### src/rtl/apb_pkg.sv
// apb_pkg -- shared definitions for the APB requester.
//   apb_state_e        : requester FSM states (IDLE / SETUP / ACCESS)
//   APB_ADDR_WIDTH     : default PADDR / req_addr width
//   APB_DATA_WIDTH     : default PWDATA / PRDATA / req_wdata / rsp_rdata width
//   APB_TIMEOUT_CYCLES : default ACCESS-cycle limit while waiting for PREADY
package apb_pkg;

  typedef enum logic [1:0] {
    ST_IDLE   = 2'd0,
    ST_SETUP  = 2'd1,
    ST_ACCESS = 2'd2
  } apb_state_e;

  localparam int APB_ADDR_WIDTH     = 32;
  localparam int APB_DATA_WIDTH     = 32;
  localparam int APB_TIMEOUT_CYCLES = 16;

endpackage

### src/rtl/apb_master_if.sv
// apb_master_if -- host request/response handshake plus APB requester bus.
//
// Handshake semantics: a request transfers on a rising PCLK edge where
// req_valid and req_ready are both high; req_write/req_addr/req_wdata are
// sampled on that edge. rsp_valid is a one-cycle pulse with no back-pressure;
// rsp_rdata and rsp_err are meaningful only while rsp_valid is high.
//
// Modports:
//   master : the requester (apb_master) view
//   slave  : the host + APB completer view (environment side)
interface apb_master_if #(
  parameter int ADDR_WIDTH = 32,
  parameter int DATA_WIDTH = 32
);
  // host request
  logic                  req_valid;
  logic                  req_ready;
  logic                  req_write;
  logic [ADDR_WIDTH-1:0] req_addr;
  logic [DATA_WIDTH-1:0] req_wdata;
  // host response
  logic                  rsp_valid;
  logic [DATA_WIDTH-1:0] rsp_rdata;
  logic                  rsp_err;
  // APB bus
  logic                  PSEL;
  logic                  PENABLE;
  logic                  PWRITE;
  logic [ADDR_WIDTH-1:0] PADDR;
  logic [DATA_WIDTH-1:0] PWDATA;
  logic [DATA_WIDTH-1:0] PRDATA;
  logic                  PREADY;

  modport master (
    input  req_valid, req_write, req_addr, req_wdata, PRDATA, PREADY,
    output req_ready, rsp_valid, rsp_rdata, rsp_err,
           PSEL, PENABLE, PWRITE, PADDR, PWDATA
  );

  modport slave (
    output req_valid, req_write, req_addr, req_wdata, PRDATA, PREADY,
    input  req_ready, rsp_valid, rsp_rdata, rsp_err,
           PSEL, PENABLE, PWRITE, PADDR, PWDATA
  );
endinterface

### src/rtl/apb_master_wdog.sv
// apb_master_wdog -- ACCESS-phase watchdog for apb_master.
// Built only when APB_MASTER_TIMEOUT_EN is defined.
// Ports:
//   PCLK, PRESETn : clock, asynchronous active-low reset
//   in_access     : requester is in the ACCESS state this cycle
//   pready        : APB PREADY
//   timeout       : this ACCESS cycle is the TIMEOUT_CYCLES-th one without
//                   PREADY; the requester ends the transfer at the next edge
module apb_master_wdog #(
  parameter int TIMEOUT_CYCLES = 16
) (
  input  logic PCLK,
  input  logic PRESETn,
  input  logic in_access,
  input  logic pready,
  output logic timeout
);
  localparam int CW = $clog2(TIMEOUT_CYCLES + 1);

  logic [CW-1:0] cnt_q;

  // The count is cleared whenever the FSM is outside ACCESS, so every pass
  // through SETUP starts the next transfer from zero.
  always_ff @(posedge PCLK or negedge PRESETn) begin
    if (!PRESETn) begin
      cnt_q <= '0;
    end else if (!in_access) begin
      cnt_q <= '0;
    end else if (!pready) begin
      cnt_q <= cnt_q + 1'b1;
    end
  end

  // cnt_q holds the waits already seen, so the current cycle is number cnt_q+1.
  assign timeout = in_access && !pready && (cnt_q == CW'(TIMEOUT_CYCLES - 1));

endmodule

### src/rtl/apb_master.sv
// apb_master -- single-outstanding APB requester driven by a valid/ready host port.
// Ports:
//   PCLK, PRESETn : clock (rising edge), asynchronous active-low reset
//   bus           : apb_master_if.master -- host request/response and APB bus
//   dbg_state     : current FSM state, for observation only
// Optional feature: define APB_MASTER_TIMEOUT_EN to end a transfer with
// rsp_err=1 after TIMEOUT_CYCLES ACCESS cycles without PREADY. Without it the
// requester waits indefinitely and rsp_err is always 0.
import apb_pkg::*;

module apb_master #(
  parameter int ADDR_WIDTH     = APB_ADDR_WIDTH,
  parameter int DATA_WIDTH     = APB_DATA_WIDTH,
  parameter int TIMEOUT_CYCLES = APB_TIMEOUT_CYCLES
) (
  input  logic         PCLK,
  input  logic         PRESETn,
  apb_master_if.master bus,
  output apb_state_e   dbg_state
);

  apb_state_e state_q, state_d;
  logic       done;
  logic       accept;
  logic       timeout_hit;

`ifdef APB_MASTER_TIMEOUT_EN
  apb_master_wdog #(.TIMEOUT_CYCLES(TIMEOUT_CYCLES)) u_wdog (
    .PCLK      (PCLK),
    .PRESETn   (PRESETn),
    .in_access (state_q == ST_ACCESS),
    .pready    (bus.PREADY),
    .timeout   (timeout_hit)
  );
`else
  assign timeout_hit = 1'b0;
  // The limit only has meaning with the watchdog built in.
  if (TIMEOUT_CYCLES < 1) begin : g_timeout_not_applicable
  end
`endif

  always_ff @(posedge PCLK or negedge PRESETn) begin
    if (!PRESETn) state_q <= ST_IDLE;
    else          state_q <= state_d;
  end

  // A transfer ends on PREADY, or on the watchdog. A timeout ends the
  // transfer exactly like PREADY does, so it also opens the request port.
  always_comb begin
    state_d       = state_q;
    done          = (state_q == ST_ACCESS) && (bus.PREADY || timeout_hit);
    bus.req_ready = (state_q == ST_IDLE) || done;
    accept        = bus.req_valid && bus.req_ready;
    case (state_q)
      ST_IDLE:   if (accept) state_d = ST_SETUP;
      ST_SETUP:  state_d = ST_ACCESS;
      ST_ACCESS: if (done) state_d = accept ? ST_SETUP : ST_IDLE;
      default:   state_d = ST_IDLE;
    endcase
  end

  // APB outputs and response are registered; PREADY/PRDATA only matter via
  // 'done', which is false outside ACCESS.
  always_ff @(posedge PCLK or negedge PRESETn) begin
    if (!PRESETn) begin
      bus.PSEL      <= 1'b0;
      bus.PENABLE   <= 1'b0;
      bus.PWRITE    <= 1'b0;
      bus.PADDR     <= '0;
      bus.PWDATA    <= '0;
      bus.rsp_valid <= 1'b0;
      bus.rsp_rdata <= '0;
      bus.rsp_err   <= 1'b0;
    end else begin
      bus.rsp_valid <= done;
      bus.rsp_err   <= done && timeout_hit;
      if (done && !timeout_hit && !bus.PWRITE) bus.rsp_rdata <= bus.PRDATA;

      if (accept) begin
        bus.PSEL    <= 1'b1;
        bus.PENABLE <= 1'b0;
        bus.PWRITE  <= bus.req_write;
        bus.PADDR   <= bus.req_addr;
        bus.PWDATA  <= bus.req_wdata;
      end else if (state_q == ST_SETUP) begin
        bus.PENABLE <= 1'b1;
      end else if (done) begin
        bus.PSEL    <= 1'b0;
        bus.PENABLE <= 1'b0;
        bus.PWRITE  <= 1'b0;
        bus.PADDR   <= '0;
        bus.PWDATA  <= '0;
      end
    end
  end

  assign dbg_state = state_q;

endmodule

### src/flat_wrapper.sv
// flat-port wrapper written by rule: the top's interface ports become plain ports
module apb_master_flat 
#(
  parameter int ADDR_WIDTH     = APB_ADDR_WIDTH,
  parameter int DATA_WIDTH     = APB_DATA_WIDTH,
  parameter int TIMEOUT_CYCLES = APB_TIMEOUT_CYCLES
)
  (PCLK, PRESETn, dbg_state, bus_req_valid, bus_req_write, bus_req_addr, bus_req_wdata, bus_PRDATA, bus_PREADY, bus_req_ready, bus_rsp_valid, bus_rsp_rdata, bus_rsp_err, bus_PSEL, bus_PENABLE, bus_PWRITE, bus_PADDR, bus_PWDATA);
  apb_master_if #(.ADDR_WIDTH(ADDR_WIDTH), .DATA_WIDTH(DATA_WIDTH)) bus_i ();
  input  logic PCLK;
  input  logic PRESETn;
  output apb_state_e dbg_state;
  input wire logic [$bits(bus_i.req_valid)-1:0] bus_req_valid;
  input wire logic [$bits(bus_i.req_write)-1:0] bus_req_write;
  input wire logic [$bits(bus_i.req_addr)-1:0] bus_req_addr;
  input wire logic [$bits(bus_i.req_wdata)-1:0] bus_req_wdata;
  input wire logic [$bits(bus_i.PRDATA)-1:0] bus_PRDATA;
  input wire logic [$bits(bus_i.PREADY)-1:0] bus_PREADY;
  output wire logic [$bits(bus_i.req_ready)-1:0] bus_req_ready;
  output wire logic [$bits(bus_i.rsp_valid)-1:0] bus_rsp_valid;
  output wire logic [$bits(bus_i.rsp_rdata)-1:0] bus_rsp_rdata;
  output wire logic [$bits(bus_i.rsp_err)-1:0] bus_rsp_err;
  output wire logic [$bits(bus_i.PSEL)-1:0] bus_PSEL;
  output wire logic [$bits(bus_i.PENABLE)-1:0] bus_PENABLE;
  output wire logic [$bits(bus_i.PWRITE)-1:0] bus_PWRITE;
  output wire logic [$bits(bus_i.PADDR)-1:0] bus_PADDR;
  output wire logic [$bits(bus_i.PWDATA)-1:0] bus_PWDATA;
  assign bus_i.req_valid = bus_req_valid;
  assign bus_i.req_write = bus_req_write;
  assign bus_i.req_addr = bus_req_addr;
  assign bus_i.req_wdata = bus_req_wdata;
  assign bus_i.PRDATA = bus_PRDATA;
  assign bus_i.PREADY = bus_PREADY;
  assign bus_req_ready = bus_i.req_ready;
  assign bus_rsp_valid = bus_i.rsp_valid;
  assign bus_rsp_rdata = bus_i.rsp_rdata;
  assign bus_rsp_err = bus_i.rsp_err;
  assign bus_PSEL = bus_i.PSEL;
  assign bus_PENABLE = bus_i.PENABLE;
  assign bus_PWRITE = bus_i.PWRITE;
  assign bus_PADDR = bus_i.PADDR;
  assign bus_PWDATA = bus_i.PWDATA;
  apb_master #(.ADDR_WIDTH(ADDR_WIDTH), .DATA_WIDTH(DATA_WIDTH), .TIMEOUT_CYCLES(TIMEOUT_CYCLES)) u_core (.PCLK(PCLK), .PRESETn(PRESETn), .bus(bus_i), .dbg_state(dbg_state));
endmodule
### config.mk
export PLATFORM = sky130hd
export DESIGN_NAME = apb_master_flat
export DESIGN_NICKNAME = d
export VERILOG_FILES = /design/src/rtl/apb_pkg.sv /design/src/rtl/apb_master_if.sv /design/src/rtl/apb_master_wdog.sv /design/src/rtl/apb_master.sv /design/src/flat_wrapper.sv
export SDC_FILE = /design/constraint.sdc
export NUM_CORES = 1
export LEC_CHECK = 0
export ABC_CLOCK_PERIOD_IN_PS = 2800
export BUFFER_PORTS_ARGS = -buffer_cell sky130_fd_sc_hd__buf_2
export CAP_MARGIN = 20
export CELL_PAD_IN_SITES_DETAIL_PLACEMENT = 1
export CELL_PAD_IN_SITES_GLOBAL_PLACEMENT = 2
export CORE_ASPECT_RATIO = 1.4
export CORE_MARGIN = 5
export CORE_UTILIZATION = 30
export CTS_CLUSTER_DIAMETER = 80
export DETAILED_ROUTE_END_ITERATION = 6
export HOLD_SLACK_MARGIN = 0.1
export PLACE_DENSITY = 0.84
export SYNTH_ARGS = -nofsm -noshare
export SYNTH_HDL_FRONTEND = slang
export SYNTH_SLANG_ARGS = --single-unit
### constraint.sdc
create_clock -name PCLK -period 2.8 [get_ports PCLK]
set_input_delay 0.56 -clock PCLK [delete_from_list [all_inputs] [get_ports PCLK]]
set_output_delay 0.56 -clock PCLK [all_outputs]
set_load 0.01 [all_outputs]
==> results.txt, run 1 <==
For the worst flop-to-flop path, the logic depth is 4. Post-synthesis xor/xnor area fraction: 0. The slowest stage of the critical path is the sky130_fd_sc_hd__or3_2 cell. For the worst setup path, the data arrival time is 2.08 ns.

In this run the mean area of a mapped cell was 16.0 µm². For the number of ports placed on the die boundary, the log shows 205. The residual overflow from global routing was 0; the largest net degree at the start of global routing was 53.

The run gives 102 as the total number of clock tree sinks. The post-synthesis sequential area ratio is 0.686. CTS placed an instance of sky130_fd_sc_hd__clkbuf_16 at the clock tree root. The commonest cells after synthesis are sky130_fd_sc_hd__dfrtp_1 (102), sky130_fd_sc_hd__a22o_1 (65), sky130_fd_sc_hd__mux2_2 (30). The tools report the weighted congestion reported at the end of routability-driven placement as 0.707.

In this run the standard cell core region covers 0.0123 mm². The total buffers and inverters traversed by the critical path is 1. The routed length per placed instance works out to 18.0 µm. The path type of the worst setup path is reg2reg. The clock passes through at most 2 buffers. The run gives 2.71 nW as the leakage power. The hold buffer count at CTS is 0, and the worst-path maximum fanout is 50. The worst voltage drop across the vdd grid is 0.000324 V, and the share of synthesized registers carrying an async set or reset is 1.00.

The number of antenna violations at the first check in global routing is 0, and the count of TritonRoute iterations in the first routing pass is 4. On the final layout, the worst clock skew is 0.00908 ns. For the synthesized instance count, the log shows 233.

The run gives 0 as the final hold violation count. Traced cell by cell, the critical path runs through nor2b_4, or3_2, buf_12, a22o_1. Number of buffer cells added on primary ports: 203. After detailed placement, the design holds a cell count of 573. Prior to clock tree synthesis, the placed netlist has a worst setup slack of 0.814 ns. The final layout contains 535 nets. The tool flagged a number of max-cap violations equal to 0. The filler cell count was 1355; the shortest clock period the worst path allows after layout was 1.86 ns. The total power density per cell area is 989 mW/mm².

STA classifies the critical path startpoint as a register. Sorting the synthesized cells by area gives the leading types as sky130_fd_sc_hd__dfrtp_1 (69%), sky130_fd_sc_hd__a22o_1 (15%), sky130_fd_sc_hd__mux2_2 (9.1%). The flow ran to the end, and the final reports show no timing, DRC or antenna violations. Number of max-slew violations in the final report: 0. Type of the most critical hold path: in2async.

STA classifies the critical path endpoint as a register. Compared with the post-synthesis result, the final layout area differs by 37.8%. Antenna diode count: 0. Once the clock tree was built, the setup fixing pass inserted 0 buffers.

The final clock period utilization by the worst path was 0.663. The floorplan has 48 rows. The total length of routed wires was 10.6 mm. The share of final-layout standard cells stronger than drive strength 1 is 0.588, and the Yosys warning count is 0. Dividing the detail-routed via count by the number of cells gives 4.74.

In the synthesized netlist the dominant register cell turns out to be sky130_fd_sc_hd__dfrtp_1. The run gives 2792 as the via count. For the final routed database, the setup TNS stands at 0 ns. Among all cell types in the netlist, the one instantiated most often is sky130_fd_sc_hd__dfrtp_1. The tightest hold path in the finished design has a slack of 0.253 ns. Number of enable flip-flop cells after synthesis: 0. STA puts the critical path data required time at 3.02 ns.

The worst register-to-register path ends at u_core.bus.PWDATA[17]. The run gives 334 as the post-synthesis net count. The overall global routing resource usage is 0.147. The H-tree was split into 3 levels. The logs give 0.419 for the post-route core utilization and 0.0148 mm² for the total die area. Following the worst setup path forward leads to its endpoint at u_core.bus.PWDATA[17]. The post-synthesis register bit count was 102; the share of synthesized area spent on multiplexers was 0.0998.

The synthesized netlist occupies a cell area of 0.00372 mm². The adder-cell area share of the yosys netlist is 0, and the transition time of the tightest slew-check pin is 0.660 ns. For this run, design rule violations remaining after detail routing come to 0.

The dominant combinational cell family by area after synthesis was compound AO/OA/AOI/OAI gates. The count of nets left with antenna violations once routing finished came out at 0. Measured along the x axis, the die boundary spans 104 µm.

In this run the critical register-to-register path is launched from u_core.dbg_state[1]. The number of distinct library cells after synthesis was 20. For the effective utilization at floorplan, the log shows 0.304. The relative slew slack was 0.560. The cell type group with the largest total delay on the critical path is simple AND/OR/NAND/NOR gates. For the violation count after the first detailed-routing iteration, the log shows 90. The die is 142 µm tall.

Based on the critical path, the design can be clocked at up to 0.539 GHz. Total number of cells along the worst setup path: 4. The share of Yosys cell area claimed by the top area cell type was 0.686. Clock-pin slew was measured on the worst setup and hold paths at 0.07 ns. The tools report the total setup violations reported at the end of the flow as 0. The fraction of the mapped netlist area in compound gates is 0.160.

The run gives 3166 as the number of global-route vias before repair. In this design, the stage delay of the slowest critical-path cell is 0.64 ns. The clock reaches the later pin of the worst-skew pair after 0.34 ns. For this run, the number of standard cells in the final layout without fillers is 589. In this run the worst setup path begins at u_core.dbg_state[1].

TritonCTS built the clock tree. HPWL reported at the end of detailed placement: 8.04 mm. The setup check on the worst reg-to-reg path leaves a slack of 0.94 ns. Number of buffers created by CTS: 9. Setup repair after global routing left no endpoint under its margin. The simple-gate share of the synthesized area works out to 0.0155. For the wire length of the first global-routing pass, the log shows 17.2 mm.

In this run, post-CTS repair resized a total of 0 instances. The worst setup margin is 0.944 ns. Of all cell types, the one taking the most synthesized area is sky130_fd_sc_hd__dfrtp_1.
## cells by family after synthesis
family	after synthesis
mux	33
other cells	1
flops	102
buf+inv	20
compound gates	69
simple gates	8
## stage by stage
step           total power [mW]  instance area, µm²
2_1_floorplan              3.19                3720
3_3_place_gp               3.94                4860
3_5_place_dp               4.02                4860
4_1_cts                    5.18                5130
5_1_grt                    5.41                5130
6_report                   5.07                5130
## how the worst min path moves through the flow
| stage | start | to | slack [ns] | cells after the start |
|---|---|---|---|---|
| 5_1_grt | PRESETn | u_core.bus.rsp_rdata[8] | 0.31 | 1 |
| 3_3_place_gp | u_core.bus.rsp_rdata[8] | u_core.bus.rsp_rdata[8] | 0.47 | 1 |
| 4_1_cts | PRESETn | u_core.bus.rsp_rdata[10] | 0.27 | 1 |
| 3_5_place_dp | u_core.bus.rsp_rdata[11] | u_core.bus.rsp_rdata[11] | 0.47 | 1 |
| 6_report | PRESETn | u_core.bus.rsp_rdata[10] | 0.25 | 1 |
| 2_1_floorplan | PRESETn | u_core.bus.PADDR[0] | 0.26 | 0 |
## registers in the layout, summed over array words and instances, names as in the netlist
signal / count
u_core.bus.PENABLE: 1
u_core.bus.PADDR: 32
u_core.bus.PWDATA: 32
u_core.bus.PSEL: 1
u_core.bus.rsp_valid: 1
u_core.bus.rsp_rdata: 32
u_core.dbg_state: 2
u_core.bus.PWRITE: 1
## final cells by class
cell class	count	area (µm²)	share of cell area
Clock buffer	10	229	0.0446
Clock inverter	6	38.8	0.00756
Multi-Input combinational cell	111	1030	0.202
Inverter	2	7.51	0.00146
Timing Repair Buffer	208	1080	0.211
Sequential cell	102	2550	0.497
Tap cell	150	188	0.0366
## layer usage
| metal | wire [µm] | GRT usage |
|---|---|---|
| met1 | 4120 | 0.176 |
| met2 | 5650 | 0.255 |
| met3 | 604 | 0.0369 |
| met4 | 225 | 0.0546 |
| met5 | 0 | 0 |
## report_power, final
group	internal [mW]	switching, mW	total (mW)	leakage [nW]
Sequential	1.99	0.284	2.28	1.26
Combinational	0.824	0.838	1.66	1.32
Clock	0.600	0.533	1.13	0.128
Total	3.42	1.66	5.07	2.71
## placed cells by master, fill, tap and decap left out
cell,synthesis,layout
sky130_fd_sc_hd__mux2_2,30,30
sky130_fd_sc_hd__a21oi_1,1,1
sky130_fd_sc_hd__clkinv_4,0,1
sky130_fd_sc_hd__mux2_1,3,3
sky130_fd_sc_hd__buf_2,6,202
sky130_fd_sc_hd__or3_2,0,1
sky130_fd_sc_hd__o21ai_0,2,2
sky130_fd_sc_hd__nand2_1,1,1
sky130_fd_sc_hd__buf_4,4,4
sky130_fd_sc_hd__nor2_2,1,1
sky130_fd_sc_hd__inv_1,2,2
sky130_fd_sc_hd__clkinvlp_4,0,2
sky130_fd_sc_hd__nand3b_1,1,1
sky130_fd_sc_hd__nor2_1,2,2
sky130_fd_sc_hd__buf_12,0,2
sky130_fd_sc_hd__clkinv_2,0,3
sky130_fd_sc_hd__clkbuf_1,2,1
sky130_fd_sc_hd__conb_1,1,1
sky130_fd_sc_hd__a22o_1,65,65
sky130_fd_sc_hd__nor3b_4,0,1
sky130_fd_sc_hd__nor2b_4,1,1
sky130_fd_sc_hd__clkbuf_16,0,9
sky130_fd_sc_hd__dfrtp_1,102,102
sky130_fd_sc_hd__o21ba_2,1,1
(Power assumes the default switching activity.)
==> inputs of run 2 (changes only) <==
--- a/config.mk
+++ b/config.mk
@@ -5,18 +5,18 @@
 export SDC_FILE = /design/constraint.sdc
 export NUM_CORES = 1
 export LEC_CHECK = 0
-export ABC_CLOCK_PERIOD_IN_PS = 2800
+export ABC_CLOCK_PERIOD_IN_PS = 1500
 export BUFFER_PORTS_ARGS = -buffer_cell sky130_fd_sc_hd__buf_2
 export CAP_MARGIN = 20
 export CELL_PAD_IN_SITES_DETAIL_PLACEMENT = 1
 export CELL_PAD_IN_SITES_GLOBAL_PLACEMENT = 2
 export CORE_ASPECT_RATIO = 1.4
 export CORE_MARGIN = 5
-export CORE_UTILIZATION = 30
+export CORE_UTILIZATION = 25
 export CTS_CLUSTER_DIAMETER = 80
 export DETAILED_ROUTE_END_ITERATION = 6
 export HOLD_SLACK_MARGIN = 0.1
-export PLACE_DENSITY = 0.84
+export PLACE_DENSITY = 0.75
 export SYNTH_ARGS = -nofsm -noshare
 export SYNTH_HDL_FRONTEND = slang
 export SYNTH_SLANG_ARGS = --single-unit
==> constraint.sdc (replaced) <==
create_clock -name PCLK -period 1.5 [get_ports PCLK]
set_input_delay 0.3 -clock PCLK [delete_from_list [all_inputs] [get_ports PCLK]]
set_output_delay 0.3 -clock PCLK [all_outputs]
set_load 0.01 [all_outputs]
==> run 2 against run 1 <==
Compared with the run above: cell area up 6.5%; count of clock-buffer cells in the layout stayed put; critical path type is now reg2out; register-to-register slack worse by 0.92 ns; largest cell class unchanged; setup slack got worse by 0.92 ns; final cell count is 9.0% higher.
==> results.txt, run 2 (synthesis gave the netlist of run 1 again) <==
The flow ran to the end, and the final reports show no timing, DRC or antenna violations. Data arrives at the worst endpoint at 1.18 ns. The run gives 0.708 as the weighted congestion reported at the end of routability-driven placement. The run gives 0 as the number of nets with antenna violations after detailed routing. Clock-pin slew was measured on the worst setup and hold paths at 0.07 ns.

Overall global routing resource usage: 0.126. Element type at the critical path end: an output port. The worst-path maximum fanout is 4. CTS placed an instance of sky130_fd_sc_hd__clkbuf_16 at the clock tree root. The terminus of the critical flop-to-flop path was u_core.bus.rsp_rdata[31]. The logs give 0.02 ns for the worst setup slack for register-to-register paths and 4.51 mm for the met1 layer wirelength in the final routing. Number of buffer cells added on primary ports: 203. The clock passes through at most 2 buffers. The area after detailed placement came out at 0.00499 mm². The worst register-to-register path has a depth of 4. At the pin with the least slew margin, the transition time is 0.561 ns. For this design the ratio of total power to cell area is 1830 mW/mm². The residual overflow from global routing was 0. The sequential share of power is 0.423.

Top routing layer in use: met4. After detailed routing, the number of remaining DRC violations is 0. Before CTS, the worst setup slack after placement is -0.0512 ns. Relative to the synthesized area, the layout overhead comes to 46.8%. TritonCTS built the clock tree. The area of all placed cells without fillers came out at 0.00547 mm². The number of max-slew violations in the final report came out at 0. The worst hold path begins at bus_req_addr[24]. The total net switching power came out at 3.20 mW. After layout, the minimum clock period comes to 1.48 ns. Setup violations remaining at the end of the flow were counted as 0. Static timing analysis puts the maximum clock frequency at 0.678 GHz. The clock tree synthesis step divided the H-tree into 3 levels. By instance count, the cell type seen most on the critical path is sky130_fd_sc_hd__buf_6.

The die covers 0.0175 mm². Number of antenna violations at the first check in global routing: 0. Before antenna repair, the detailed router went through 4 iterations. Summed over all nets, wire length on met3 after detailed routing comes to 972 µm. Worst setup skew after layout: 0.00718 ns.

The number of ports placed on the die boundary is 205. Setup repair after global routing could not meet its margin everywhere. The delay of the slowest critical-path stage was 0.38 ns; the routed length on met2 was 6.19 mm.

The share of final-layout standard cells stronger than drive strength 1 is 0.603. TritonCTS created 9 clock buffers. For hold timing, the worst endpoint is u_core.bus.PADDR[24]. The HPWL reported at the end of detailed placement is 8.10 mm. The largest registers in the layout are u_core.bus.PADDR: 32 flops, u_core.bus.PWDATA: 32 flops, u_core.bus.rsp_rdata: 32 flops. The overall die width was 113 µm; the antenna diode count was 0. The final clock period utilization by the worst path came out at 0.984.

The worst voltage drop across the vdd grid was 0.000683 V. The routed length per placed instance came out at 18.4 µm. The library cell used most frequently in the layout, excluding fill and tap cells, is sky130_fd_sc_hd__buf_2. The part of the total power dissipated in the clock network came out at 0.233.

Walking the worst path, the cells encountered are nor2b_4, buf_6, nor2_4, buf_6. The net switching fraction of the power was 0.320; the via count was 2888. Number of global-route vias before repair: 3134. The type of the most critical hold path was in2reg. In the layout the commonest cells are sky130_fd_sc_hd__buf_2 (201), sky130_fd_sc_hd__dfrtp_1 (102), sky130_fd_sc_hd__a22o_1 (65). The detailed router finished its first iteration with 95 violations. Max-cap violations in this run came to 0.

The worst register-to-register path begins at u_core.dbg_state[0]. The instance count along the most critical hold path is 2, and the area taken by multi-input logic gates is 0.00105 mm². The total area inside the core boundary comes to 0.0146 mm². Relative slew slack: 0.626.

The first global-routing pass estimated 17.5 mm of wire. Largest net degree at the start of global routing: 103. Adding up every negative setup slack in the final design gives 0 ns. The clock network latency to the later pin of the worst-skew pair is 0.34 ns, and the effective utilization at floorplan is 0.255. The post-route core utilization was 0.375; the total number of clock tree sinks was 102. The fraction of power consumed by combinational cells was 0.344; the number of nets at the end of the flow was 550.

Among all stages on the critical path, the largest delay is contributed by sky130_fd_sc_hd__dfrtp_1. STA classifies the critical path startpoint as a register. Using the TritonRoute via totals, the vias-per-cell ratio works out to 4.50. The final hold violation count was 0. The path type of the worst setup path was reg2out.

Height of the chip: 154 µm. Registers take 0.00255 mm². The internal power of the cells totals 6.80 mW.

The layout has 1634 filler cells. The number of placement rows is 52. The required time of the critical path is 1.20 ns, and the worst setup margin is 0.0242 ns.

The leakage power is 2.84 nW, and the total length of routed wires is 11.8 mm.
run 2: changes by cell type in the layout (fill, tap and decap cells not counted), moves of 2 or more:
| cell | change |
|---|---|
| sky130_fd_sc_hd__nor2_4 | +2 |
| sky130_fd_sc_hd__clkbuf_16 | +3 |
| sky130_fd_sc_hd__buf_12 | +2 |
| sky130_fd_sc_hd__clkinv_2 | -2 |
| sky130_fd_sc_hd__buf_6 | +6 |
| sky130_fd_sc_hd__buf_4 | +3 |
run 2: timing repair:
item / 4_1_cts / 5_1_grt
gates cloned: 1 / 4
hold buffers: 1 / 0
buffers inserted: 0 / 2
resized for setup: 5 / 4
setup endpoints to repair: 69 / 88
pin swaps: 1 / 2
hold endpoints to repair: 102 / 0
run 2: layout make-up:
| cell class | instances | share of cell area |
|---|---|---|
| Clock buffer | 10 | 0.0437 |
| Clock inverter | 5 | 0.0110 |
| Multi-Input combinational cell | 111 | 0.192 |
| Inverter | 2 | 0.00137 |
| Tap cell | 189 | 0.0433 |
| Timing Repair Buffer | 223 | 0.241 |
| Sequential cell | 102 | 0.467 |
run 2: power groups by stage:
stage	logic [mW]	registers, mW	clock network, mW
floorplan	1.22	4.73	0
global placement	3.21	4.24	0
detailed placement	3.31	4.27	0
CTS	3.40	4.24	2.44
global route	3.73	4.37	2.55
finish	3.44	4.23	2.33
run 2: worst max path at each step:
stage / start / to / slack [ns]
CTS: u_core.dbg_state[1] / bus_req_ready / -0.03
floorplan: u_core.dbg_state[1] / u_core.bus.PWDATA[22] / -0.003
finish: u_core.dbg_state[1] / bus_req_ready / 0.02
global route: u_core.dbg_state[0] / u_core.bus.rsp_rdata[25] / -0.06
global placement: u_core.dbg_state[1] / u_core.bus.PWDATA[22] / -0.03
detailed placement: u_core.dbg_state[1] / u_core.bus.PADDR[25] / -0.05
run 2: layer usage:
metal / GRT usage / up-vias
met5: 0 / -
met4: 0.0412 / 0
met3: 0.0418 / 11
met2: 0.219 / 136
met1: 0.146 / 1443
li1: - / 1298
run 2: critical path, delay by kind of cell, from the launching register on:
family / cells / cell delay (ns)
AND/OR/NAND/NOR: 2 / 0.23
buffers and inverters: 2 / 0.23
flip-flops: 1 / 0.38
run 2: stage by stage:
step	total power [mW]	hold WS, ns	std cells
6_report	9.99	0.182	642
5_1_grt	10.6	0.163	642
4_1_cts	10.1	0.165	636
3_5_place_dp	7.58	0.418	619
3_3_place_gp	7.46	0.402	619
2_1_floorplan	5.95	0.00441	233
